`config.mk`:
```
export PLATFORM = sky130hd
export DESIGN_NAME = mist_frame_trigger
export DESIGN_NICKNAME = d
export VERILOG_FILES = /design/src/rtl/mist_frame_trigger.sv
export SDC_FILE = /design/constraint.sdc
export NUM_CORES = 1
export LEC_CHECK = 0
export ABC_AREA = 1
export BUFFER_PORTS_ARGS = -buffer_cell sky130_fd_sc_hd__buf_4
export CAP_MARGIN = 5
export CELL_PAD_IN_SITES_DETAIL_PLACEMENT = 1
export CELL_PAD_IN_SITES_GLOBAL_PLACEMENT = 1
export CORE_ASPECT_RATIO = 1.1
export CORE_MARGIN = 8
export CORE_UTILIZATION = 42
export DETAILED_ROUTE_END_ITERATION = 8
export HOLD_SLACK_MARGIN = 0.12
export PLACE_DENSITY = 0.85
export SYNTH_ARGS = -nofsm -noshare
export SYNTH_HDL_FRONTEND = slang
export SYNTH_SLANG_ARGS = --single-unit
export TNS_END_PERCENT = 5
```
`constraint.sdc`:
```
create_clock -name clk -period 1.8 [get_ports clk]
set_clock_uncertainty 0.15 [all_clocks]
set_input_delay 0 -clock clk [delete_from_list [all_inputs] [get_ports clk]]
set_output_delay 0 -clock clk [all_outputs]
set_load 0.005 [all_outputs]
```
`src/rtl/mist_frame_trigger.sv`:
```
// Frame counter and dump-window trigger for the MiST simulation harness.
// Counts vertical-sync falls and opens a dump window on a frame number or a ROM download end.
module mist_frame_trigger #(
  parameter int unsigned START_FRAME = 0,
  parameter int unsigned DUMP_FRAMES = 0,
  parameter int unsigned LOADROM     = 0,
  parameter int unsigned SETTLE      = 20
) (
  input  logic        clk,
  input  logic        rst_n,
  input  logic        vga_vs,
  input  logic        led,
  output logic [31:0] frame_cnt,
  output logic        dump_en,
  output logic        dump_start,
  output logic        dump_stop,
  output logic [2:0]  st
);

  typedef enum logic [2:0] {
    StSettle = 3'd0,
    StWaitDl = 3'd1,
    StWaitFr = 3'd2,
    StDump   = 3'd3,
    StDone   = 3'd4
  } state_e;

  localparam bit          LoadRom    = (LOADROM != 0);
  localparam logic [15:0] SettleLast = (SETTLE == 0) ? 16'd0 : 16'(SETTLE - 1);
  localparam logic [31:0] StartFrame = 32'(START_FRAME);
  localparam logic [31:0] DumpLast   = (DUMP_FRAMES == 0) ? 32'd0 : 32'(DUMP_FRAMES - 1);

  logic [1:0]  vs_sync_q, vs_sync_d, led_sync_q, led_sync_d;
  logic        vs_prev_q, vs_prev_d, led_prev_q, led_prev_d;
  logic        vs_fall_q, vs_fall_d, led_fall_q, led_fall_d, led_rise_q, led_rise_d;
  state_e      state_q, state_d;
  logic [31:0] frame_cnt_q, frame_cnt_d;
  logic [31:0] len_cnt_q, len_cnt_d;
  logic [15:0] settle_cnt_q, settle_cnt_d;
  logic        dump_start_q, dump_start_d, dump_stop_q, dump_stop_d;

  // Bit 1 is the second synchronizer stage; edges are registered so they last one full cycle.
  always_comb begin
    vs_sync_d  = {vs_sync_q[0], vga_vs};
    led_sync_d = {led_sync_q[0], led};
    vs_prev_d  = vs_sync_q[1];
    led_prev_d = led_sync_q[1];
    vs_fall_d  = vs_prev_q & ~vs_sync_q[1];
    led_fall_d = led_prev_q & ~led_sync_q[1];
    led_rise_d = ~led_prev_q & led_sync_q[1];
  end

  always_comb begin
    state_d      = state_q;
    frame_cnt_d  = frame_cnt_q;
    len_cnt_d    = len_cnt_q;
    settle_cnt_d = settle_cnt_q;
    if (vs_fall_q) begin
      frame_cnt_d = frame_cnt_q + 32'd1;
    end
    case (state_q)
      StSettle: begin
        if (settle_cnt_q == SettleLast) begin
          state_d = LoadRom ? StWaitDl : StWaitFr;
        end else begin
          settle_cnt_d = settle_cnt_q + 16'd1;
        end
      end
      StWaitDl: if (led_fall_q) state_d = StDump;
      StWaitFr: if (vs_fall_q && frame_cnt_q == StartFrame) state_d = StDump;
      StDump: begin
        // A new download takes priority over a window close on the same cycle.
        if (LoadRom && led_rise_q) begin
          state_d = StWaitDl;
        end else if (vs_fall_q) begin
          if (DUMP_FRAMES != 0 && len_cnt_q == DumpLast) begin
            state_d = StDone;
          end else begin
            len_cnt_d = len_cnt_q + 32'd1;
          end
        end
      end
      StDone:  if (LoadRom && led_rise_q) state_d = StWaitDl;
      default: state_d = StSettle;
    endcase
    if (state_d == StDump && state_q != StDump) begin
      len_cnt_d = 32'd0;
    end
    dump_start_d = (state_d == StDump) && (state_q != StDump);
    dump_stop_d  = (state_q == StDump) && (state_d != StDump);
  end

  always_ff @(posedge clk or negedge rst_n) begin
    if (!rst_n) begin
      vs_sync_q    <= 2'b00;
      led_sync_q   <= 2'b00;
      vs_prev_q    <= 1'b0;
      led_prev_q   <= 1'b0;
      vs_fall_q    <= 1'b0;
      led_fall_q   <= 1'b0;
      led_rise_q   <= 1'b0;
      state_q      <= StSettle;
      frame_cnt_q  <= 32'd0;
      len_cnt_q    <= 32'd0;
      settle_cnt_q <= 16'd0;
      dump_start_q <= 1'b0;
      dump_stop_q  <= 1'b0;
    end else begin
      vs_sync_q    <= vs_sync_d;
      led_sync_q   <= led_sync_d;
      vs_prev_q    <= vs_prev_d;
      led_prev_q   <= led_prev_d;
      vs_fall_q    <= vs_fall_d;
      led_fall_q   <= led_fall_d;
      led_rise_q   <= led_rise_d;
      state_q      <= state_d;
      frame_cnt_q  <= frame_cnt_d;
      len_cnt_q    <= len_cnt_d;
      settle_cnt_q <= settle_cnt_d;
      dump_start_q <= dump_start_d;
      dump_stop_q  <= dump_stop_d;
    end
  end

  assign frame_cnt  = frame_cnt_q;
  assign dump_en    = (state_q == StDump);
  assign dump_start = dump_start_q;
  assign dump_stop  = dump_stop_q;
  assign st         = state_q;

endmodule

```
==> results of run 1 <==
cells in the mapped netlist:
| library cell | n | area (um2) |
|---|---|---|
| nand2_1 | 115 | 432 |
| nand3_1 | 29 | 145 |
| conb_1 | 1 | 3.75 |
| nand4_1 | 15 | 93.8 |
| xor2_1 | 17 | 149 |
| a21boi_2 | 1 | 11.3 |
| o211ai_1 | 1 | 7.51 |
| nor2_1 | 63 | 236 |
| nor4_1 | 1 | 6.26 |
| buf_4 | 1 | 7.51 |
| nand3_2 | 1 | 10.0 |
| inv_2 | 1 | 3.75 |
| nor2_4 | 1 | 11.3 |
| nor3_1 | 15 | 75.1 |
| or2_1 | 1 | 6.26 |
| xnor2_1 | 11 | 96.3 |
| nand2_2 | 1 | 6.26 |
| nor2_2 | 2 | 12.5 |
| nor3_4 | 1 | 16.3 |
| o21ai_1 | 1 | 5.00 |
| buf_2 | 2 | 10.0 |
| a21oi_1 | 1 | 5.00 |
| ha_1 | 3 | 37.5 |
| o21ai_0 | 14 | 70.1 |
| nand3b_1 | 2 | 15.0 |
| inv_1 | 48 | 180 |
| dfrtp_1 | 61 | 1530 |
| a22oi_1 | 1 | 7.51 |
worst register-to-register path, stage by stage, from the launching register on:
cell     delay, ps
dfrtp_1        420
ha_2           230
nand2_2         80
nor2_4         180
nand3_4        110
nor2_4         180
nand2_2         90
o21ai_2        140
nand2_1         70
report_power, final:
part	switching, mW	internal, mW
sequential	0.111	1.46
clock	0.617	0.642
combinational	0.275	0.268
layer usage:
layer | routed length (um) | GRT usage (%)
met1 | 4000 | 20.7
met2 | 5330 | 35.5
met3 | 435 | 4.20
met4 | 234 | 9.31
met5 | 0 | 0
cell families (layout without fill, tap and decap cells):
| logic type | Yosys count | after routing |
|---|---|---|
| fa+ha+maj | 3 | 3 |
| flops | 61 | 61 |
| compound gates | 19 | 19 |
| other cells | 1 | 1 |
| xor+xnor | 28 | 28 |
| simple gates | 247 | 247 |
| buf+inv | 52 | 134 |
worst max-delay path by stage:
| stage | slack, ps | cells after the start | endpoint | from |
|---|---|---|---|---|
| 6_report | 40 | 8 | frame_cnt[26] | frame_cnt[0] |
| 5_1_grt | -70 | 9 | frame_cnt[24] | frame_cnt[0] |
| 4_1_cts | -4 | 8 | frame_cnt[26] | frame_cnt[0] |
| 3_5_place_dp | 7 | 8 | settle_cnt_q[9] | settle_cnt_q[0] |
| 3_3_place_gp | 60 | 6 | frame_cnt[25] | frame_cnt[3] |
| 2_1_floorplan | 150 | 8 | frame_cnt[26] | frame_cnt[0] |
registers in the layout, indices dropped and copies added (netlist names):
name	cells
st	3
settle_cnt_q	16
led_fall_q	1
dump_stop	1
led_prev_q	1
vs_prev_q	1
frame_cnt	32
vs_sync_q	2
vs_fall_q	1
dump_start	1
led_sync_q	2
layout make-up:
cell class / count / area (um2) / share of cell area [%]
multi-input cells: 298 / 1530 / 37.4
flip-flops and latches: 61 / 1530 / 37.4
repair buffers: 69 / 541 / 13.2
inverters: 49 / 184 / 4.49
clock buffers: 9 / 124 / 3.02
well taps: 87 / 109 / 2.66
clock inverters: 7 / 75.1 / 1.83
stage by stage:
stage | utilization, % | cell area (um2) | setup WS, ps | std cells | hold slack (ps)
2_1_floorplan | - | 3190 | 152 | 411 | -446
3_3_place_gp | 50.7 | 3750 | 59.8 | 556 | -40.0
3_5_place_dp | 50.7 | 3750 | 6.56 | 556 | -38.8
4_1_cts | 54.1 | 4000 | -3.99 | 576 | 139
5_1_grt | 55.5 | 4100 | -66.8 | 580 | 137
6_report | 55.5 | 4100 | 35.7 | 580 | 123
repair_timing:
item / 4_1_cts / 5_1_grt
resized for setup: 3 / 22
endpoints found under the setup margin: 6 / 32
pin swaps: 0 / 3
buffers inserted: 0 / 4
endpoints found under the hold margin: 63 / 0
hold buffers: 4 / 0
==> impl_metrics.env, run 1 <==
export IMPL_reg2reg_from="frame_cnt[0]"
export IMPL_place_congestion=0.846
export IMPL_path_clk_slew_ps=80
export IMPL_synth_mux_area_share_pct=0
export IMPL_p_per_area_nw_per_um2=824
export IMPL_ys_warn_count=0
export IMPL_die_y_um=107
export IMPL_startpoint_type="flip-flop"
export IMPL_setup_viol=0
export IMPL_setup_tns_ps=0
export IMPL_yosysUniqueCellTypes=28
export IMPL_antenna_found_initial=0
export IMPL_filler_cell_count=915
export IMPL_io_pins=42
export IMPL_finalCriticalPeriod_ps=1760
export IMPL_drt_wirelength_per_cell_um=17.2
export IMPL_dr_total_vias=3041
export IMPL_synthAdderAreaFrac_pct=1.18
export IMPL_remaining_drc_errors=0
export IMPL_synth_xor_area_share_pct=7.70
export IMPL_final_common_cell="nand2_1"
export IMPL_hold_viol=0
export IMPL_via_per_inst=5.24
export IMPL_layout_nets=495
export IMPL_ant_nets=0
export IMPL_worstPathCellList="ha_2, nand2_2, nor2_4, nand3_4, nor2_4, nand2_2, o21ai_2, nand2_1"
export IMPL_first_global_vias=3292
export IMPL_yosys_area_share_simple_pct=33.5
export IMPL_antenna_cells=0
export IMPL_ff2ff_setup_slack_ps=40
export IMPL_layout_common_cells="nand2_1 (113), buf_4 (64), nor2_1 (56), dfrtp_1 (56), inv_1 (48)"
export IMPL_arrival_ps=1860
export IMPL_synth_top_family_by_area="simple AND/OR/NAND/NOR gates"
export IMPL_htree_levels=3
export IMPL_syn_avg_cell_area_um2=7.75
export IMPL_timing_final_crit_share_pct=98.0
export IMPL_status="finished clean"
export IMPL_crit_required_ps=1890
export IMPL_firstDrtPassIters=4
export IMPL_drv_cap=0
export IMPL_cts_made_buffers=9
export IMPL_coreArea_um2=7390
export IMPL_grt_pass1_wl_um=16100
export IMPL_io_buffer_count=41
export IMPL_area_growth_pct=28.6
export IMPL_rsz0062_at_grt="yes"
export IMPL_die_w_um=99.1
export IMPL_worst_pin_slew_ps=810
export IMPL_netlist_instances=411
export IMPL_dr_first_iter_drc_count=94
export IMPL_routed_wl_um=10000
export IMPL_critical_path_class="flip-flop to flip-flop"
export IMPL_overflow=0
export IMPL_min_path_type="input pin to async pin"
export IMPL_synth_cell_area_um2=3190
export IMPL_clk_path_buf_depth=2
export IMPL_p_total_mw=3.38
export IMPL_synth_compound_area_share_pct=3.34
export IMPL_place_hpwl_um=7060
export IMPL_ys_ff_latch=61
export IMPL_cts_root_buf="clkbuf_8"
export IMPL_crit_path_end_kind="flip-flop"
export IMPL_cp_slowest_cell="dfrtp_1"
export IMPL_syn_nets=418
export IMPL_drive_above_1_share_pct=22.1
export IMPL_r2r_cells=8
export IMPL_critical_path_buf_inv_count=0
export IMPL_initial_utilization_pct=43.1
export IMPL_worst_path_largest_cell_delay_ps=420
export IMPL_max_vdd_ir_drop_mv=0.681
export IMPL_max_slew_margin_pct=46.0
export IMPL_cts_tree="yes"
export IMPL_critPathTopFamily="simple AND/OR/NAND/NOR gates"
export IMPL_slew_viol_final=0
export IMPL_p_leak_nw=1.97
export IMPL_track_usage_pct=19.4
export IMPL_r2r_end="frame_cnt[26]"
export IMPL_cp_max_fo=5
export IMPL_dieArea_um2=10600
export IMPL_clock_sinks=61
export IMPL_fmax_ghz=0.567
export IMPL_clk_latency_ps=360
export IMPL_grt_max_degree=62
export IMPL_ys_seq_area_share_pct=47.9
export IMPL_rows=33
Note: power is estimated with default switching activity, not from simulation.
==> run 2, diff against run 1 <==
CORE_UTILIZATION = 38   (was 42)
PLACE_DENSITY = 0.81   (was 0.85)
clock period = 1.5 ns   (was 1.8 ns; I/O delays follow)
==> impl_metrics.env, run 2 (synthesized netlist as in run 1, its figures left out) <==
export IMPL_seqCellArea_um2=1530
export IMPL_startpoint_type="flip-flop"
export IMPL_io_buffer_count=41
export IMPL_clk_latency_ps=360
export IMPL_area_growth_pct=50.2
export IMPL_ant_nets=0
export IMPL_path_clk_slew_ps=70
export IMPL_coreArea_um2=8280
export IMPL_final_common_cell="buf_4"
export IMPL_top_layer="met4"
export IMPL_overflow=0
export IMPL_wl_met2_um=6880
export IMPL_ff2ff_setup_slack_ps=-250
export IMPL_grt_pass1_wl_um=19300
export IMPL_min_path_type="input pin to flip-flop"
export IMPL_grt_max_degree=39
export IMPL_slew_viol_final=0
export IMPL_cts_made_buffers=9
export IMPL_swShare_pct=29.3
export IMPL_p_per_area_nw_per_um2=894
export IMPL_wirelength_met1_um=4830
export IMPL_multi_input_area_um2=1680
export IMPL_cp_max_fo=4
export IMPL_largest_reg_flops=32
export IMPL_routed_wl_um=12800
export IMPL_place_hpwl_um=8060
export IMPL_critical_path_class="flip-flop to flip-flop"
export IMPL_pre_cts_slack_ps=-160
export IMPL_status="finished with violations"
export IMPL_wl_met3_um=504
export IMPL_timing_final_crit_share_pct=117
export IMPL_rsz0062_at_grt="yes"
export IMPL_r2r_end="frame_cnt[31]"
export IMPL_htree_levels=3
export IMPL_hold_path_depth=2
export IMPL_arrival_ps=1850
export IMPL_drv_cap=0
export IMPL_firstDrtPassIters=4
export IMPL_hp_start="vga_vs"
export IMPL_die_w_um=103
export IMPL_setup_viol=41
export IMPL_track_usage_pct=22.1
export IMPL_r2r_cells=9
export IMPL_setup_tns_ps=-4470
export IMPL_seqPwrFrac_pct=43.8
export IMPL_filler_cell_count=1004
export IMPL_first_global_vias=3801
export IMPL_hold_viol=0
export IMPL_rows=35
export IMPL_initial_utilization_pct=38.5
export IMPL_via_per_inst=5.19
export IMPL_layout_common_cells="buf_4 (126), nand2_1 (107), dfrtp_1 (58)"
export IMPL_comb_power_share_pct=21.9
export IMPL_p_leak_nw=2.34
export IMPL_fmax_ghz=0.572
export IMPL_worst_slack_ps=-249
export IMPL_finalCriticalPeriod_ps=1750
export IMPL_reg2reg_from="frame_cnt[21]"
export IMPL_violations="negative setup slack"
export IMPL_antenna_found_initial=0
export IMPL_drt_wirelength_per_cell_um=19.1
export IMPL_dr_total_vias=3474
export IMPL_whs_endpoint="vs_sync_q[0]"
export IMPL_antenna_cells=0
export IMPL_crit_required_ps=1600
export IMPL_cts_root_buf="clkbuf_8"
export IMPL_p_sw_mw=1.25
export IMPL_dieArea_um2=11600
export IMPL_dp_cells=647
export IMPL_place_congestion=0.886
export IMPL_final_cells=669
export IMPL_die_y_um=112
export IMPL_hold_ws_ps=142
export IMPL_clock_sinks=61
export IMPL_cts_tree="yes"
export IMPL_clk_path_buf_depth=2
export IMPL_drive_above_1_share_pct=37.5
export IMPL_max_vdd_ir_drop_mv=0.821
export IMPL_crit_path_end_kind="flip-flop"
export IMPL_p_clk_share_pct=34.3
export IMPL_layout_nets=562
export IMPL_cell_internal_pwr_mw=3.03
export IMPL_dr_first_iter_drc_count=161
export IMPL_finish_utilization_pct=57.8
export IMPL_io_pins=42
export IMPL_remaining_drc_errors=0
## run 2: layout make-up
type / count / area share (%)
clock buffer: 12 / 3.03
sequential: 61 / 32.0
tap: 111 / 2.90
inverter: 49 / 3.89
clock inverter: 2 / 0.732
multi-input combinational: 298 / 35.1
timing repair buffer: 136 / 22.4
## run 2: worst max-delay path by stage
stage                  start             to  slack [ps]  cells past startpoint
6_report       frame_cnt[21]  frame_cnt[31]        -250                      9
5_1_grt        frame_cnt[21]  frame_cnt[31]        -340                      9
4_1_cts         frame_cnt[1]     dump_start        -170                     11
3_5_place_dp    frame_cnt[2]  frame_cnt[29]        -160                      7
3_3_place_gp    frame_cnt[7]  frame_cnt[20]         -70                      6
2_1_floorplan   frame_cnt[0]  frame_cnt[26]        -110                      8
## run 2: per-layer routing
| metal | vias up | track usage [%] |
|---|---|---|
| met4 | 0 | 13.4 |
| li1 | 1584 | - |
| met3 | 47 | 4.40 |
| met5 | - | 0 |
| met2 | 107 | 38.3 |
| met1 | 1736 | 23.8 |
## run 2: worst max-delay path, cell delays in order (launching register included)
cell	delay [ps]
dfrtp_1	410
nand2_1	140
nor2_1	240
nand2_1	150
nor2_1	210
nand2_1	80
nand2_1	90
nand2_1	60
nand2_1	60
nand2_1	50
## run 2: repair_timing
action                                  in CTS  in global routing
hold endpoints to repair                    63                  0
hold buffers                                 4                  0
endpoints found under the setup margin      42                 47
pin swaps                                   10                  9
gates resized for setup                     47                 29
buffers inserted                             3                  1
## run 2: power by group through the flow
| stage | registers [mW] | logic, mW | clock network, mW |
|---|---|---|---|
| detailed placement | 1.89 | 0.731 | 0 |
| global route | 1.88 | 1.02 | 1.57 |
| CTS | 1.86 | 0.884 | 1.49 |
| floorplan | 1.91 | 0.239 | 0 |
| finish | 1.87 | 0.939 | 1.47 |
| global placement | 1.87 | 0.706 | 0 |
## run 2: per-stage QoR
stage | area [um2] | total power, mW
after CTS | 4680 | 4.23
after global placement | 4300 | 2.58
final | 4790 | 4.28
after floorplan | 3190 | 2.15
after global routing | 4790 | 4.47
after detailed placement | 4300 | 2.62
==> run 3, diff against run 2 <==
--- a/config.mk
+++ b/config.mk
@@ -13,3 +13,2 @@
 export CORE_ASPECT_RATIO = 1.1
-export CORE_MARGIN = 8
 export CORE_UTILIZATION = 38
==> constraint.sdc (replaced) <==
create_clock -name clk -period 1.5 [get_ports clk]
set_clock_uncertainty 0.15 [all_clocks]
set_input_delay 0.075 -clock clk [delete_from_list [all_inputs] [get_ports clk]]
set_output_delay 0.075 -clock clk [all_outputs]
set_load 0.005 [all_outputs]
==> impl_metrics.env, run 3 (synthesized netlist as in run 1, its figures left out) <==
export IMPL_drv_cap=0
export IMPL_largest_reg_flops=32
export IMPL_status="finished with violations"
export IMPL_seqCellArea_um2=1530
export IMPL_rows=34
export IMPL_startpoint_type="flip-flop"
export IMPL_io_buffer_count=41
export IMPL_crit_top_cell="nand2_1"
export IMPL_dieArea_um2=8760
export IMPL_io_pins=42
export IMPL_finalCriticalPeriod_ps=1990
export IMPL_die_y_um=98.0
export IMPL_slew_viol_final=0
export IMPL_grt_max_degree=35
export IMPL_track_usage_pct=32.2
export IMPL_setup_tns_ps=-10910
export IMPL_routed_wl_um=15700
export IMPL_die_w_um=89.3
export IMPL_comb_power_share_pct=24.1
export IMPL_finish_utilization_pct=61.4
export IMPL_clk_latency_ps=380
export IMPL_cts_made_buffers=9
export IMPL_multi_input_area_um2=1720
export IMPL_timing_final_crit_share_pct=132
export IMPL_grt_pass1_wl_um=20900
export IMPL_antenna_cells=0
export IMPL_dr_first_iter_drc_count=236
export IMPL_first_global_vias=4011
export IMPL_filler_cell_count=985
export IMPL_critical_path_class="flip-flop to flip-flop"
export IMPL_dpl_cell_area_um2=4300
export IMPL_dr_total_vias=3743
export IMPL_via_per_inst=5.56
export IMPL_violations="negative setup slack"
export IMPL_p_leak_nw=2.40
export IMPL_initial_utilization_pct=39.8
export IMPL_firstDrtPassIters=4
export IMPL_postLayoutCellArea_um2=4910
export IMPL_final_common_cell="buf_4"
export IMPL_remaining_drc_errors=0
export IMPL_drive_above_1_share_pct=38.1
export IMPL_hold_viol=0
export IMPL_p_clk_share_pct=36.5
export IMPL_cp_max_fo=3
export IMPL_layout_nets=567
export IMPL_dp_cells=645
export IMPL_place_hpwl_um=8080
export IMPL_p_per_area_nw_per_um2=984
export IMPL_pre_cts_slack_ps=-243
export IMPL_critPathTopFamily="simple AND/OR/NAND/NOR gates"
export IMPL_worst_slack_ps=-486
export IMPL_ant_nets=0
export IMPL_layout_common_cells="buf_4 (130), nand2_1 (109), dfrtp_1 (57)"
export IMPL_drt_wirelength_per_cell_um=23.4
export IMPL_cp_slowest_cell="dfrtp_1"
export IMPL_p_sw_mw=1.59
export IMPL_min_path_type="flip-flop to flip-flop"
export IMPL_clock_sinks=61
export IMPL_crit_required_ps=1580
export IMPL_area_growth_pct=54.2
export IMPL_worstPathCellList="nand2_1, nor2_2, nand2_1, nor2_4, nand2_1, nand2_1, nand2_1, nand2_1, o21ai_0"
export IMPL_swShare_pct=32.8
export IMPL_final_cells=673
export IMPL_coreArea_um2=8000
export IMPL_cell_internal_pwr_mw=3.25
export IMPL_critical_path_buf_inv_count=0
export IMPL_setup_viol=46
export IMPL_path_clk_slew_ps=80
export IMPL_overflow=0
export IMPL_crit_path_end_kind="flip-flop"
export IMPL_clk_path_buf_depth=2
export IMPL_seqPwrFrac_pct=39.4
export IMPL_max_vdd_ir_drop_mv=0.915
export IMPL_htree_levels=3
export IMPL_worst_path_largest_cell_delay_ps=440
export IMPL_rsz0062_at_grt="yes"
export IMPL_cts_tree="yes"
export IMPL_place_congestion=0.898
export IMPL_antenna_found_initial=0
export IMPL_cts_root_buf="clkbuf_8"
export IMPL_arrival_ps=2060
export IMPL_fmax_ghz=0.503
-- run 3: worst paths after layout --
| path | startpoint | to | slack (ps) | depth (start not counted) |
|---|---|---|---|---|
| setup / recovery | frame_cnt[10] | frame_cnt[27] | -490 | 9 |
| hold / removal | vs_sync_q[0] | vs_sync_q[1] | 220 | 0 |
| setup reg to reg | frame_cnt[10] | frame_cnt[27] | -490 | 9 |
| hold reg to reg | vs_sync_q[0] | vs_sync_q[1] | 220 | 0 |
| max in group asynchronous | rst_n | frame_cnt[16] | 140 | 4 |
| min in group asynchronous | rst_n | frame_cnt[28] | 540 | 3 |
-- run 3: power groups by stage --
| stage | logic [mW] | clock network [mW] | registers (mW) |
|---|---|---|---|
| floorplan | 0.239 | 0 | 1.91 |
| global placement | 0.737 | 0 | 1.87 |
| detailed placement | 0.791 | 0 | 1.89 |
| CTS | 0.931 | 1.74 | 1.86 |
| global route | 1.21 | 1.82 | 1.91 |
| finish | 1.17 | 1.76 | 1.90 |
-- run 3: final cells by class --
type | instances | area share, %
sequential | 61 | 31.2
timing repair buffer | 141 | 22.6
clock inverter | 7 | 2.04
clock buffer | 9 | 2.52
multi-input combinational | 298 | 35.1
tap | 108 | 2.75
inverter | 49 | 3.79
-- run 3: layer usage --
metal / vias to the layer above / routed length, um / track usage (%)
li1: 1594 / - / -
met1: 1886 / 5790 / 35.3
met2: 184 / 8160 / 59.1
met3: 79 / 824 / 5.58
met4: 0 / 960 / 14.2
met5: - / 0 / 0
-- run 3: repair_timing --
action | 4_1_cts | 5_1_grt
gates resized for setup | 41 | 36
pin swaps | 13 | 16
hold buffers | 4 | 0
buffers inserted | 3 | 5
hold endpoints to repair | 63 | 0
endpoints found under the setup margin | 42 | 79
cloned | 0 | 0
-- run 3: worst reg2reg max path: stages, from the launching register on --
cell and delay [ps]:
dfrtp_1 440, nand2_1 160, nor2_2 250, nand2_1 180, nor2_4 220, nand2_1 150, nand2_1 90, nand2_1 50
nand2_1 60, o21ai_0 100
-- run 3: per-stage QoR --
| step | hold WS, ps | power [mW] |
|---|---|---|
| 2_1_floorplan | -371 | 2.15 |
| 3_3_place_gp | -135 | 2.61 |
| 3_5_place_dp | -123 | 2.68 |
| 4_1_cts | 210 | 4.53 |
| 5_1_grt | 225 | 4.94 |
| 6_report | 224 | 4.84 |
